**src/rtl/mem_bus_pkg.sv**
```systemverilog
// Shared definitions for the two-master data-memory arbiter.
//   mem_req_t : one master's request payload (address, byte enables, data, lock)
//   M_FETCH   : index of the instruction-fetch / loader master (m0)
//   M_DATA    : index of the CPU load/store master (m1)
//   is_read() : a request with no byte-write enables is a read
package mem_bus_pkg;

    localparam int MEM_XLEN  = 32;
    localparam int MEM_BYTES = MEM_XLEN / 8;

    localparam int M_FETCH = 0;
    localparam int M_DATA  = 1;

    typedef struct packed {
        logic [MEM_XLEN-1:0]  addr;
        logic [MEM_BYTES-1:0] we;
        logic [MEM_XLEN-1:0]  wdata;
        logic                 lock;
    } mem_req_t;

    function automatic logic is_read(input logic [MEM_BYTES-1:0] we);
        return (we == '0);
    endfunction

endpackage

```
**src/rtl/rr_arb2.sv**
```systemverilog
// Two-way round-robin arbiter with a bounded lock.
//   clk, rstn : clock, asynchronous active-low reset
//   req[1:0]  : request per master (already gated by reset in the caller)
//   lock[1:0] : per-master "keep my grant next cycle" hint
//   gnt[1:0]  : one-hot grant, combinational; a grant is always a transfer
// A master that wins while holding lock keeps winning for as long as it keeps
// requesting, up to LOCK_MAX consecutive locked grants. Once the count hits
// LOCK_MAX, one cycle is arbitrated by plain round-robin and the count clears.
module rr_arb2 #(
    parameter int  LOCK_MAX = 4,
    localparam int CW       = $clog2(LOCK_MAX + 1)
) (
    input  logic       clk,
    input  logic       rstn,
    input  logic [1:0] req,
    input  logic [1:0] lock,
    output logic [1:0] gnt
);

    localparam logic [CW-1:0] LOCK_MAX_C = CW'(LOCK_MAX);

    logic          last_q, last_d;
    logic          own_q, own_d;
    logic [CW-1:0] cnt_q, cnt_d;
    logic          locked;
    logic          any_req;
    logic          win;

    always_comb begin
        locked  = (cnt_q != '0) && (cnt_q != LOCK_MAX_C) && req[own_q];
        any_req = |req;
        win     = 1'b0;
        last_d  = last_q;
        own_d   = own_q;
        cnt_d   = '0;

        if (locked) begin
            win = own_q;
        end else if (&req) begin
            win = ~last_q;
        end else begin
            win = req[1];
        end

        gnt = any_req ? (win ? 2'b10 : 2'b01) : 2'b00;

        if (any_req) begin
            last_d = win;
        end

        // The cycle after the streak limit is the forced round-robin cycle;
        // the count restarts from zero regardless of who wins it.
        if (cnt_q == LOCK_MAX_C) begin
            cnt_d = '0;
        end else if (any_req && lock[win]) begin
            own_d = win;
            cnt_d = (win == own_q && cnt_q != '0) ? cnt_q + CW'(1) : CW'(1);
        end
    end

    always_ff @(posedge clk or negedge rstn) begin
        if (!rstn) begin
            last_q <= 1'b1;
            own_q  <= 1'b0;
            cnt_q  <= '0;
        end else begin
            last_q <= last_d;
            own_q  <= own_d;
            cnt_q  <= cnt_d;
        end
    end

endmodule

```
**src/rtl/mem_arbiter.sv**
```systemverilog
// Shares one synchronous data-memory port between two masters.
//   m0_* : instruction-fetch / loader master;  m1_* : CPU load/store master
//   mN_req/we/addr/wdata/lock in, mN_gnt (comb), mN_rvalid/rdata (registered)
//   mem_r/mem_w/mem_addr/mem_din out to memory, mem_dout back (one cycle later)
// Handshake: a transfer happens at a rising edge where mN_req and mN_gnt are
// both high. The master holds we/addr/wdata/lock stable while req is high and
// gnt is low; gnt is combinational from req. Read data comes back on
// mN_rvalid/mN_rdata exactly one cycle after the read transfer, with no stall.
module mem_arbiter
    import mem_bus_pkg::*;
#(
    parameter int  XLEN     = MEM_XLEN,
    parameter int  LOCK_MAX = 4,
    localparam int BYTES    = XLEN / 8
) (
    input  logic             clk,
    input  logic             rstn,
    input  logic             m0_req,
    input  logic [BYTES-1:0] m0_we,
    input  logic [XLEN-1:0]  m0_addr,
    input  logic [XLEN-1:0]  m0_wdata,
    input  logic             m0_lock,
    output logic             m0_gnt,
    output logic             m0_rvalid,
    output logic [XLEN-1:0]  m0_rdata,
    input  logic             m1_req,
    input  logic [BYTES-1:0] m1_we,
    input  logic [XLEN-1:0]  m1_addr,
    input  logic [XLEN-1:0]  m1_wdata,
    input  logic             m1_lock,
    output logic             m1_gnt,
    output logic             m1_rvalid,
    output logic [XLEN-1:0]  m1_rdata,
    output logic             mem_r,
    output logic [BYTES-1:0] mem_w,
    output logic [XLEN-1:0]  mem_addr,
    output logic [XLEN-1:0]  mem_din,
    input  logic [XLEN-1:0]  mem_dout
);

    mem_req_t   req0, req1, sel;
    logic [1:0] req_v;
    logic [1:0] gnt;
    logic       xfer;
    logic       rsp_v_q, rsp_v_d;
    logic       rsp_own_q, rsp_own_d;

    // Requests are masked while reset is held so no grant or strobe leaks out.
    assign req_v = {m1_req, m0_req} & {2{rstn}};

    rr_arb2 #(
        .LOCK_MAX (LOCK_MAX)
    ) u_arb (
        .clk  (clk),
        .rstn (rstn),
        .req  (req_v),
        .lock ({m1_lock, m0_lock}),
        .gnt  (gnt)
    );

    always_comb begin
        req0 = '{addr: m0_addr, we: m0_we, wdata: m0_wdata, lock: m0_lock};
        req1 = '{addr: m1_addr, we: m1_we, wdata: m1_wdata, lock: m1_lock};
        sel  = gnt[M_DATA] ? req1 : req0;
        xfer = |gnt;

        m0_gnt   = gnt[M_FETCH];
        m1_gnt   = gnt[M_DATA];
        mem_r    = xfer && is_read(sel.we);
        mem_w    = xfer ? sel.we    : '0;
        mem_addr = xfer ? sel.addr  : '0;
        mem_din  = xfer ? sel.wdata : '0;

        rsp_v_d   = xfer && is_read(sel.we);
        rsp_own_d = gnt[M_DATA];
    end

    always_ff @(posedge clk or negedge rstn) begin
        if (!rstn) begin
            rsp_v_q   <= 1'b0;
            rsp_own_q <= 1'b0;
        end else begin
            rsp_v_q   <= rsp_v_d;
            rsp_own_q <= rsp_own_d;
        end
    end

    always_comb begin
        m0_rvalid = rsp_v_q && !rsp_own_q;
        m1_rvalid = rsp_v_q &&  rsp_own_q;
        m0_rdata  = m0_rvalid ? mem_dout : '0;
        m1_rdata  = m1_rvalid ? mem_dout : '0;
    end

endmodule

```
**config.mk**
```make
export PLATFORM = sky130hd
export DESIGN_NAME = mem_arbiter
export DESIGN_NICKNAME = d
export VERILOG_FILES = /design/src/rtl/mem_bus_pkg.sv /design/src/rtl/rr_arb2.sv /design/src/rtl/mem_arbiter.sv
export SDC_FILE = /design/constraint.sdc
export NUM_CORES = 1
export LEC_CHECK = 0
export BUFFER_PORTS_ARGS = -buffer_cell sky130_fd_sc_hd__buf_2
export CAP_MARGIN = 20
export CORE_AREA = 8 8 115 117
export CTS_CLUSTER_DIAMETER = 50
export CTS_CLUSTER_SIZE = 24
export DETAILED_ROUTE_END_ITERATION = 10
export DIE_AREA = 0 0 123 125
export HOLD_SLACK_MARGIN = 0.02
export SYNTH_ARGS = -nofsm -noshare
export SYNTH_HDL_FRONTEND = slang
export SYNTH_HIERARCHICAL = 1
export SYNTH_SLANG_ARGS = --single-unit
export TNS_END_PERCENT = 20
```
**constraint.sdc**
```tcl
create_clock -name clk -period 6.7 [get_ports clk]
set_input_delay 1.34 -clock clk [delete_from_list [all_inputs] [get_ports clk]]
set_output_delay 1.34 -clock clk [all_outputs]
set_load 0.05 [all_outputs]
```
## Word level (Yosys, flattened, before mapping)

Cells that the tools add are included.

| word-level totals | value |
|---|---|
| bits in registers | 7 |

| operators by class | value |
|---|---|
| add/sub/neg operators | 1 |
| magnitude comparators | 2 |
| equal/unequal tests | 3 |
| multiplexer cells | 17 |
| bitwise gates (word level) | 3 |
| reduce and logical (&&, ||, !) cells | 14 |

Operators by type and width:

| cell | number |
|---|---|
| two-way mux 32 bit | 4 |
| two-way mux 69 bit | 1 |
| two-way mux 3 bit | 3 |
| logical AND 1 bit | 7 |
| two-way mux 1 bit | 6 |
| zero test 4 bit | 1 |
| less-than comparator 1 x 2 -> 1 bit (second input constant) | 2 |
| two-way mux 2 bit | 2 |
| two-way mux 4 bit | 1 |
| AND reduction 2 bit | 2 |
| OR reduction 2 bit | 2 |
| adder 3 x 1 -> 3 bit (second input constant) | 1 |
| == test 3 bit (second input constant) | 1 |
| inequality test 3 bit (second input constant) | 1 |
| nonzero test 3 bit | 1 |
| AND 2 bit | 1 |
| inverter 1 bit | 2 |
| == test 1 bit | 1 |
| zero test 1 bit | 1 |

## Logic depth before layout (Yosys ltp)

Gate-level depths: netlist (run 1).

| depth | value |
|---|---|
| depth after elaboration | 10 |
| mapped depth | 10 |

## Cells and area by module

The synthesis (run 1) kept the hierarchy.

Modules (own cells, without submodules):

| module | times used | cells each | area an instance (um2) |
|---|---|---|---|
| mem_arbiter | 1 | 169 | 1242.4 |
| rr_arb2 | 1 | 38 | 379.1 |

## Worst setup path before layout (run 1)

Ideal clock, no wire load.

| timing | value |
|---|---|
| path kind | input-to-output |
| start | input m0_req |
| end | output mem_din[30] |
| arrival time | 3.665 ns |
| data required time | 5.360 ns |
| path slack | 1.695 ns |
| stages on the path | 7 |
| path buffers | 3 |
| cell sequence | and2_1 -> buf_4 -> a31oi_1 -> buf_4 -> clkbuf_1 -> nand2_1 -> o21ai_1 |

| between the ends | value |
|---|---|
| word-level cells in the longest chain between the ends | 9 |
| elaborated cells between the ends (all ways) | 13 |
| classes of those cells | 8 x mux; 1 x bitwise; 4 x reduce/logical |

RTL lines:

| element | line | source |
|---|---|---|
| start, declared | mem_arbiter.sv:18 | `input logic m0_req,` |
| AND 2 bit * | mem_arbiter.sv:49 | `assign req_v = {m1_req, m0_req} & {2{rstn}};` |
| two-way mux 1 bit (not written as such) (2 in a row) | rr_arb2.sv:30 | `locked = (cnt_q != '0) && (cnt_q != LOCK_MAX_C) && req[own_q];` |
| logical AND 1 bit | rr_arb2.sv:30 |  |
| two-way mux 1 bit | rr_arb2.sv:37 | `if (locked) begin` |
| two-way mux 2 bit | rr_arb2.sv:45 | `gnt = any_req ? (win ? 2'b10 : 2'b01) : 2'b00;` |
| two-way mux 2 bit * | rr_arb2.sv:45 |  |
| net m1_gnt | mem_arbiter.sv:31 | `output logic m1_gnt,` |
| two-way mux 69 bit / OR reduction 2 bit (equally long branches) | mem_arbiter.sv:64, mem_arbiter.sv:65 |  |
| two-way mux 32 bit * | mem_arbiter.sv:72 | `mem_din = xfer ? sel.wdata : '0;` |
| end, declared | mem_arbiter.sv:37 | `output logic [XLEN-1:0] mem_din,` |

Mark *: on every way through the listed nets, which the timed path passes. The rest lies on a longest branch. The select of a mux whose other input is x is not followed.

## Worst setup path in the final report (run 1)

| timing | value |
|---|---|
| start | input rstn |
| end | output mem_din[1] |

| between the ends | value |
|---|---|
| word-level cells in the longest chain between the ends | 9 |
| elaborated cells between the ends (all ways) | 13 |
| classes of those cells | 8 x mux; 1 x bitwise; 4 x reduce/logical |

RTL lines:

| element | line | source |
|---|---|---|
| start, declared | mem_arbiter.sv:17 | `input logic rstn,` |
| AND 2 bit * | mem_arbiter.sv:49 |  |
| net req_v[1] | mem_arbiter.sv:42 | `logic [1:0] req_v;` |
| two-way mux 1 bit (not written as such) (2 in a row) | rr_arb2.sv:30 |  |
| logical AND 1 bit | rr_arb2.sv:30 |  |
| two-way mux 1 bit | rr_arb2.sv:37 |  |
| two-way mux 2 bit | rr_arb2.sv:45 |  |
| two-way mux 2 bit * | rr_arb2.sv:45 |  |
| two-way mux 69 bit / OR reduction 2 bit (equally long branches) | mem_arbiter.sv:64, mem_arbiter.sv:65 |  |
| two-way mux 32 bit * | mem_arbiter.sv:72 |  |

Marked as above.

==> results.json, run 1 <==
{
  "synth_top_family_by_area": "compound AO/OA/AOI/OAI gates",
  "synthesis.instances": 207,
  "insertion_delay_ns": 0.23,
  "diodes": 0,
  "wire_per_inst_um": 19.1,
  "place.gp.congestion": 0.931,
  "start_kind": "input pin",
  "yosysUniqueCellTypes": 35,
  "cp_max_fo": 43,
  "synth-warning-count": 6,
  "drtPass1Iterations": 5,
  "muxShareOfSynthArea_pct": 0.617,
  "synth_compound_area_share_pct": 43.6,
  "max_freq_mhz": 197,
  "antenna_left": 0,
  "first_global_vias": 2848,
  "cts_buffers": 3,
  "grt_remaining_overflow": 0,
  "drc": 0,
  "die_w_um": 123,
  "syn-num-nets": 383,
  "synth.avg_cell_area_um2": 7.83,
  "rows": 40,
  "globalRouteTotalUtil_pct": 14.5,
  "die-area_mm2": 0.0154,
  "crit_path_end_kind": "output port",
  "ff_latch_area_um2": 176,
  "filler_cell_count": 1304,
  "min_period_ns": 5.08,
  "initial_core_util_pct": 14.0,
  "tightestPinTransition_ns": 0.794,
  "clockBufferDepth": 2,
  "synth-seq-cells": 7,
  "ctsResizeCount": 0,
  "yosys.area_share.adder_pct": 1.54,
  "relSlewSlack_pct": 47.1,
  "layout.nets": 676,
  "routed_wl_mm": 12.3,
  "io_pins": 311,
  "maxSlewViolCount": 0,
  "netlist_area_mm2": 0.00162,
  "hold_violations": 0,
  "port_buffers": 310,
  "synth_simple_gate_area_share_pct": 33.6,
  "tns_ns": 0,
  "fin_skew_ns": 0.000288,
  "htree_levels": 1,
  "die_h_um": 125,
  "setup_violations": 0,
  "clk_pin_slew_ns": 0.03,
  "dp_hpwl_mm": 10.8,
  "power.density_mw_per_mm2": 133,
  "grt_max_degree": 74,
  "viasPerCell": 4.52,
  "antenna_found_initial": 1,
  "crit_arrival_ns": 3.74,
  "cp.required_ns": 5.36,
  "grt_setup_unrepaired": "false",
  "fin_crit_sh_pct": 75.8,
  "synthXorXnorAreaFrac_pct": 0,
  "hold_buffers": 0,
  "route.vias.total": 2920,
  "seq_area_frac_synth_pct": 10.9,
  "grt_pass1_wl_mm": 17.3,
  "ir_drop_uv": 60.2,
  "total_power_uw": 445,
  "power.leakage_nw": 2.20,
  "drive_gt1_share_pct": 65.3,
  "drv_cap": 0,
  "multi_input_area_mm2": 0.00131,
  "clkSinkCount": 7,
  "crit_type": "in -> out",
  "cts_setup_buffers": 0,
  "clockRootBuffer": "clkbuf_16",
  "r2r_slack_ns": 4.36,
  "syn_to_final_growth_pct": 106,
  "worstHoldPathType": "reg -> reg",
  "core_region_area_mm2": 0.0116,
  "status": "completed",
  "drt_iter0_markers": 172,
  "cts_tree": "done"
}
[stage by stage]
stage	setup slack, ns	cell area [um^2]	util (%)	cells	hold slack [ns]
4_1_cts	1.59	3340	28.8	646	0.592
3_5_place_dp	1.60	3260	28.1	642	0.587
2_1_floorplan	1.69	1620	-	207	0.496
5_1_grt	1.40	3340	28.8	646	0.599
6_report	1.62	3340	28.8	646	0.596
3_3_place_gp	1.67	3260	28.1	642	0.583
[state kept, by name, summed over array words and instances (netlist names)]
register and count:
u_arb/cnt_q 3, rsp_own_q 1, rsp_v_q 1, u_arb/last_q 1
u_arb/own_q 1
[final timing paths]
check,cells after the start,to,from
max in group asynchronous,1,u_arb/last_q,rstn
worst max register to register,7,rsp_v_q,u_arb/cnt_q[0]
worst max-delay path,9,mem_din[1],rstn
min in group asynchronous,1,u_arb/cnt_q[1],rstn
worst min-delay path,2,u_arb/last_q,u_arb/last_q
worst min register to register,2,u_arb/last_q,u_arb/last_q
[critical path, stage by stage]
cell     delay [ns]
buf_2          0.16
and2_1         0.20
inv_1          0.16
a21o_1         0.13
and2_1         0.18
nor2b_4        0.56
buf_4          0.51
a22o_1         0.21
buf_2          0.28
[routing by layer]
metal	GRT usage [%]	vias up	wire length [um]	part of all wire [%]
met3	6.57	12	1970	16
met2	25.7	219	6010	49
met1	15.3	1307	4190	34
met4	2.55	2	137	1.1
met5	0	-	13	0.11
li1	-	1380	-	-
[cells in the final DEF, fill, tap and decap left out, types with 2 or more instances in the layout]
| master | instances |
|---|---|
| buf_4 | 4 |
| a21o_1 | 2 |
| nand2_1 | 3 |
| and2b_1 | 2 |
| and3_1 | 32 |
| nor4_1 | 2 |
| ha_1 | 2 |
| dfrtp_1 | 6 |
| and2_1 | 37 |
| a22o_1 | 68 |
| buf_2 | 310 |
| inv_1 | 4 |
| clkbuf_16 | 3 |
| o21ai_1 | 2 |
| nor2_1 | 2 |
[cell usage after synthesis]
| cell | count | area share (%) |
|---|---|---|
| and2b_1 | 2 | 0.93 |
| a211o_2 | 1 | 0.62 |
| and3_1 | 32 | 12 |
| a21o_1 | 2 | 0.93 |
| or2_1 | 1 | 0.39 |
| o21ai_1 | 2 | 0.62 |
| and2_1 | 37 | 14 |
| buf_6 | 4 | 2.8 |
| nor3_1 | 1 | 0.31 |
| dfstp_2 | 1 | 1.6 |
| a41oi_2 | 1 | 1.0 |
| nand2b_2 | 1 | 0.54 |
| nand2b_4 | 1 | 0.85 |
| o21ai_0 | 1 | 0.31 |
| nand3_1 | 1 | 0.31 |
| nor4_1 | 2 | 0.77 |
| mux2i_1 | 1 | 0.62 |
| o21ba_1 | 1 | 0.62 |
| nor3b_2 | 1 | 0.77 |
| nor2b_2 | 1 | 0.54 |
| a22o_1 | 68 | 37 |
| nand2_1 | 3 | 0.69 |
| a211oi_1 | 1 | 0.46 |
| inv_1 | 4 | 0.93 |
| a31oi_1 | 1 | 0.39 |
| clkbuf_1 | 13 | 3.0 |
| buf_4 | 2 | 0.93 |
| a311oi_2 | 1 | 0.93 |
| buf_2 | 7 | 2.2 |
| dfrtp_1 | 6 | 9.3 |
| nor2_1 | 2 | 0.46 |
| a32oi_1 | 1 | 0.54 |
| ha_1 | 2 | 1.5 |
| nand4_1 | 1 | 0.39 |
| a21boi_0 | 1 | 0.46 |
[cells by family (layout without fill, tap and decap cells)]
family          after synthesis  after routing
simple gates                 86             86
fa+ha+maj                     2              2
mux                           1              1
buf+inv                      30            322
compound gates               81             81
flops                         7              7
[final cells by class]
class,count,share of cell area (%)
repair buffers,314,47.3
multi-input cells,170,39.1
inverters,4,0.449
clock buffers,4,2.36
flip-flops and latches,7,5.28
well taps,147,5.50
[power breakdown]
group | internal [mW] | switching [mW] | leakage, nW
logic | 0.0919 | 0.202 | 2.07
clock network | 0.0791 | 0.0220 | 0.0382
registers | 0.0465 | 0.00354 | 0.0902
total | 0.218 | 0.228 | 2.20
Power figures use the tool's default switching activity.
==> inputs of run 2 (changes only) <==
- ABC_AREA: default -> 1
- clock period: 6.7 -> 4.7 ns (I/O delays scaled with it)
==> run 2 against run 1 <==
  * Synthesized cell count rose by 93%
  * Flip-flop and latch count unchanged
  * Sequential share of layout area shrank 0.35 points
  * Area after synthesis up 17%
  * Die area stayed put
  * Critical path depth rose by 3
  * Clock skew up 0.0021 ns
  * Critical path type unchanged
  * Sequential power up 41%
  * Design area is 7.1% higher
  * Global-route usage shrank 1.5 points
==> results.json, run 2 <==
{
  "critical_path.top_delay_family": "buffers and inverters",
  "drive_gt1_share_pct": 48.4,
  "crit_slowest_cell": "inv_2",
  "insertion_delay_ns": 0.23,
  "cpPeakStageDelay_ns": 0.34,
  "fin_crit_sh_pct": 83.9,
  "grt_pass1_wl_mm": 16.3,
  "power.density_mw_per_mm2": 211,
  "multi_input_area_mm2": 0.00134,
  "antenna_found_initial": 0,
  "clockBufferDepth": 2,
  "crit_path_end_kind": "output port",
  "drt_iter0_markers": 144,
  "syn-num-nets": 576,
  "routed_wl_mm": 11.2,
  "route.vias.total": 3399,
  "die_h_um": 125,
  "place_area_mm2": 0.00349,
  "ff_latch_area_um2": 176,
  "power.leakage_nw": 2.57,
  "io_pins": 311,
  "crit_arrival_ns": 3.00,
  "initial_core_util_pct": 16.4,
  "synthArstFlopShare_pct": 100,
  "synth_edf_count": 0,
  "port_buffers": 310,
  "synth_top_area_share_pct": 26.0,
  "max_freq_mhz": 253,
  "synth.avg_cell_area_um2": 4.76,
  "synth_area_leaders": "nor2_1 26%, nand2_1 18%, nand3_1 11%, inv_1 9.9%, a21oi_1 7.9%",
  "synth_area_leader_cell": "nor2_1",
  "viasPerCell": 4.05,
  "cp_common_cell": "nand2_1",
  "synthesis.instances": 400,
  "synth_common_cells": "132 x nor2_1, 91 x nand2_1, 50 x inv_1",
  "clk_pin_slew_ns": 0.04,
  "tightestPinTransition_ns": 0.561,
  "hold_ws_ns": 0.491,
  "cts_buffers": 3,
  "ir_drop_uv": 99.2,
  "path_cells": "buf_2, nand2_1, inv_1, nand3_4, nand2_1, inv_2, buf_4, nand2_1, nand2_1, nand3_1, nor2_1, buf_2",
  "place.gp.congestion": 0.792,
  "drc": 0,
  "combPwrFrac_pct": 71.3,
  "layout_commonest_cell": "buf_2",
  "synth-seq-cells": 7,
  "drtPass1Iterations": 5,
  "die_w_um": 123,
  "htree_levels": 1,
  "final_cell_mix": "310 x buf_2, 132 x nor2_1, 91 x nand2_1",
  "maxSlewViolCount": 0,
  "crit_type": "in -> out",
  "wire_per_inst_um": 13.3,
  "worst-path-buf-inv": 5,
  "cts_setup_buffers": 0,
  "syn_to_final_growth_pct": 88.0,
  "dp_slack_ns": 0.687,
  "max_flop_register": "u_arb/cnt_q",
  "yosys_most_used_dff": "dfrtp_1",
  "switching_share_pct": 57.4,
  "antenna_left": 0,
  "clkSinkCount": 7,
  "grt_setup_unrepaired": "false",
  "yosysMostFrequentCell": "nor2_1",
  "dp_hpwl_mm": 9.54,
  "cp_max_fo": 25,
  "tns_ns": 0,
  "start_kind": "input pin",
  "min_period_ns": 3.94,
  "yosysUniqueCellTypes": 23,
  "globalRouteTotalUtil_pct": 13.0,
  "fin_cells": 839,
  "ctsResizeCount": 0,
  "hold_violations": 0,
  "place_inst": 834,
  "grt_max_degree": 37,
  "relSlewSlack_pct": 62.5,
  "layout.nets": 869,
  "synth-warning-count": 6,
  "rows": 40,
  "setup_violations": 0,
  "p_int_uw": 322,
  "grt_remaining_overflow": 0,
  "fin_util_pct": 30.8,
  "filler_cell_count": 1338,
  "hold_buffers": 0,
  "diodes": 0,
  "p_switching_uw": 434,
  "die-area_mm2": 0.0154,
  "seq_area_frac_synth_pct": 9.26,
  "drv_cap": 0,
  "cp.required_ns": 3.76,
  "seqPwrFrac_pct": 9.3,
  "fin_skew_ns": 0.00241,
  "final_cell_area_mm2": 0.00358,
  "status": "completed",
  "total_power_uw": 756,
  "layout_setup_ws_ns": 0.755,
  "netlist_area_mm2": 0.00190,
  "cts_tree": "done",
  "core_region_area_mm2": 0.0116,
  "first_global_vias": 3303,
  "worstHoldPathType": "reg -> reg",
  "clkPwrFrac_pct": 19.4,
  "clockRootBuffer": "clkbuf_16",
  "largest_reg_flops": 3
}
run 2: power by group through the flow:
stage                     registers, mW  logic [mW]  clock network, mW
after floorplan                  0.0701       0.386                  0
after global placement           0.0708       0.543                  0
after global routing             0.0708       0.577              0.153
after detailed placement         0.0709       0.543                  0
final                            0.0703       0.539              0.147
after CTS                        0.0702       0.545              0.148
run 2: worst min-delay path, cell delays in order, from the launching register on:
cell and delay [ns]:
dfstp_2 0.36, inv_1 0.06, a21oi_1 0.07
run 2: layout make-up:
class	instances	area share (%)
timing repair buffer	316	44.8
sequential	7	4.93
multi-input combinational	312	37.3
inverter	53	5.63
tap	147	5.14
clock buffer	4	2.20
run 2: path summary, 6_finish.rpt:
path,from,end,slack [ns],cells past startpoint
max,rstn,mem_r,0.76,12
min reg2reg,u_arb/last_q,u_arb/last_q,0.49,2
max reg2reg,u_arb/cnt_q[0],rsp_v_q,2.43,12
min,u_arb/last_q,u_arb/last_q,0.49,2
max in group asynchronous,rstn,u_arb/last_q,3.90,1
min in group asynchronous,rstn,u_arb/cnt_q[2],0.55,1
run 2: kinds of logic after synthesis:
group | count (synthesis) | synth area share, %
buf+inv | 81 | 20.6
simple gates | 276 | 59.5
compound gates | 33 | 8.87
fa+ha+maj | 2 | 1.31
flops | 7 | 9.26
xor+xnor | 1 | 0.460
run 2: layer usage:
layer  GRT usage, %  vias up  share of wire (%)
met3           4.37        4                 13
li1               -     1786                  -
met5              0        -                  0
met4           2.34        0               0.59
met1           13.2     1415                 37
met2           24.8      194                 49
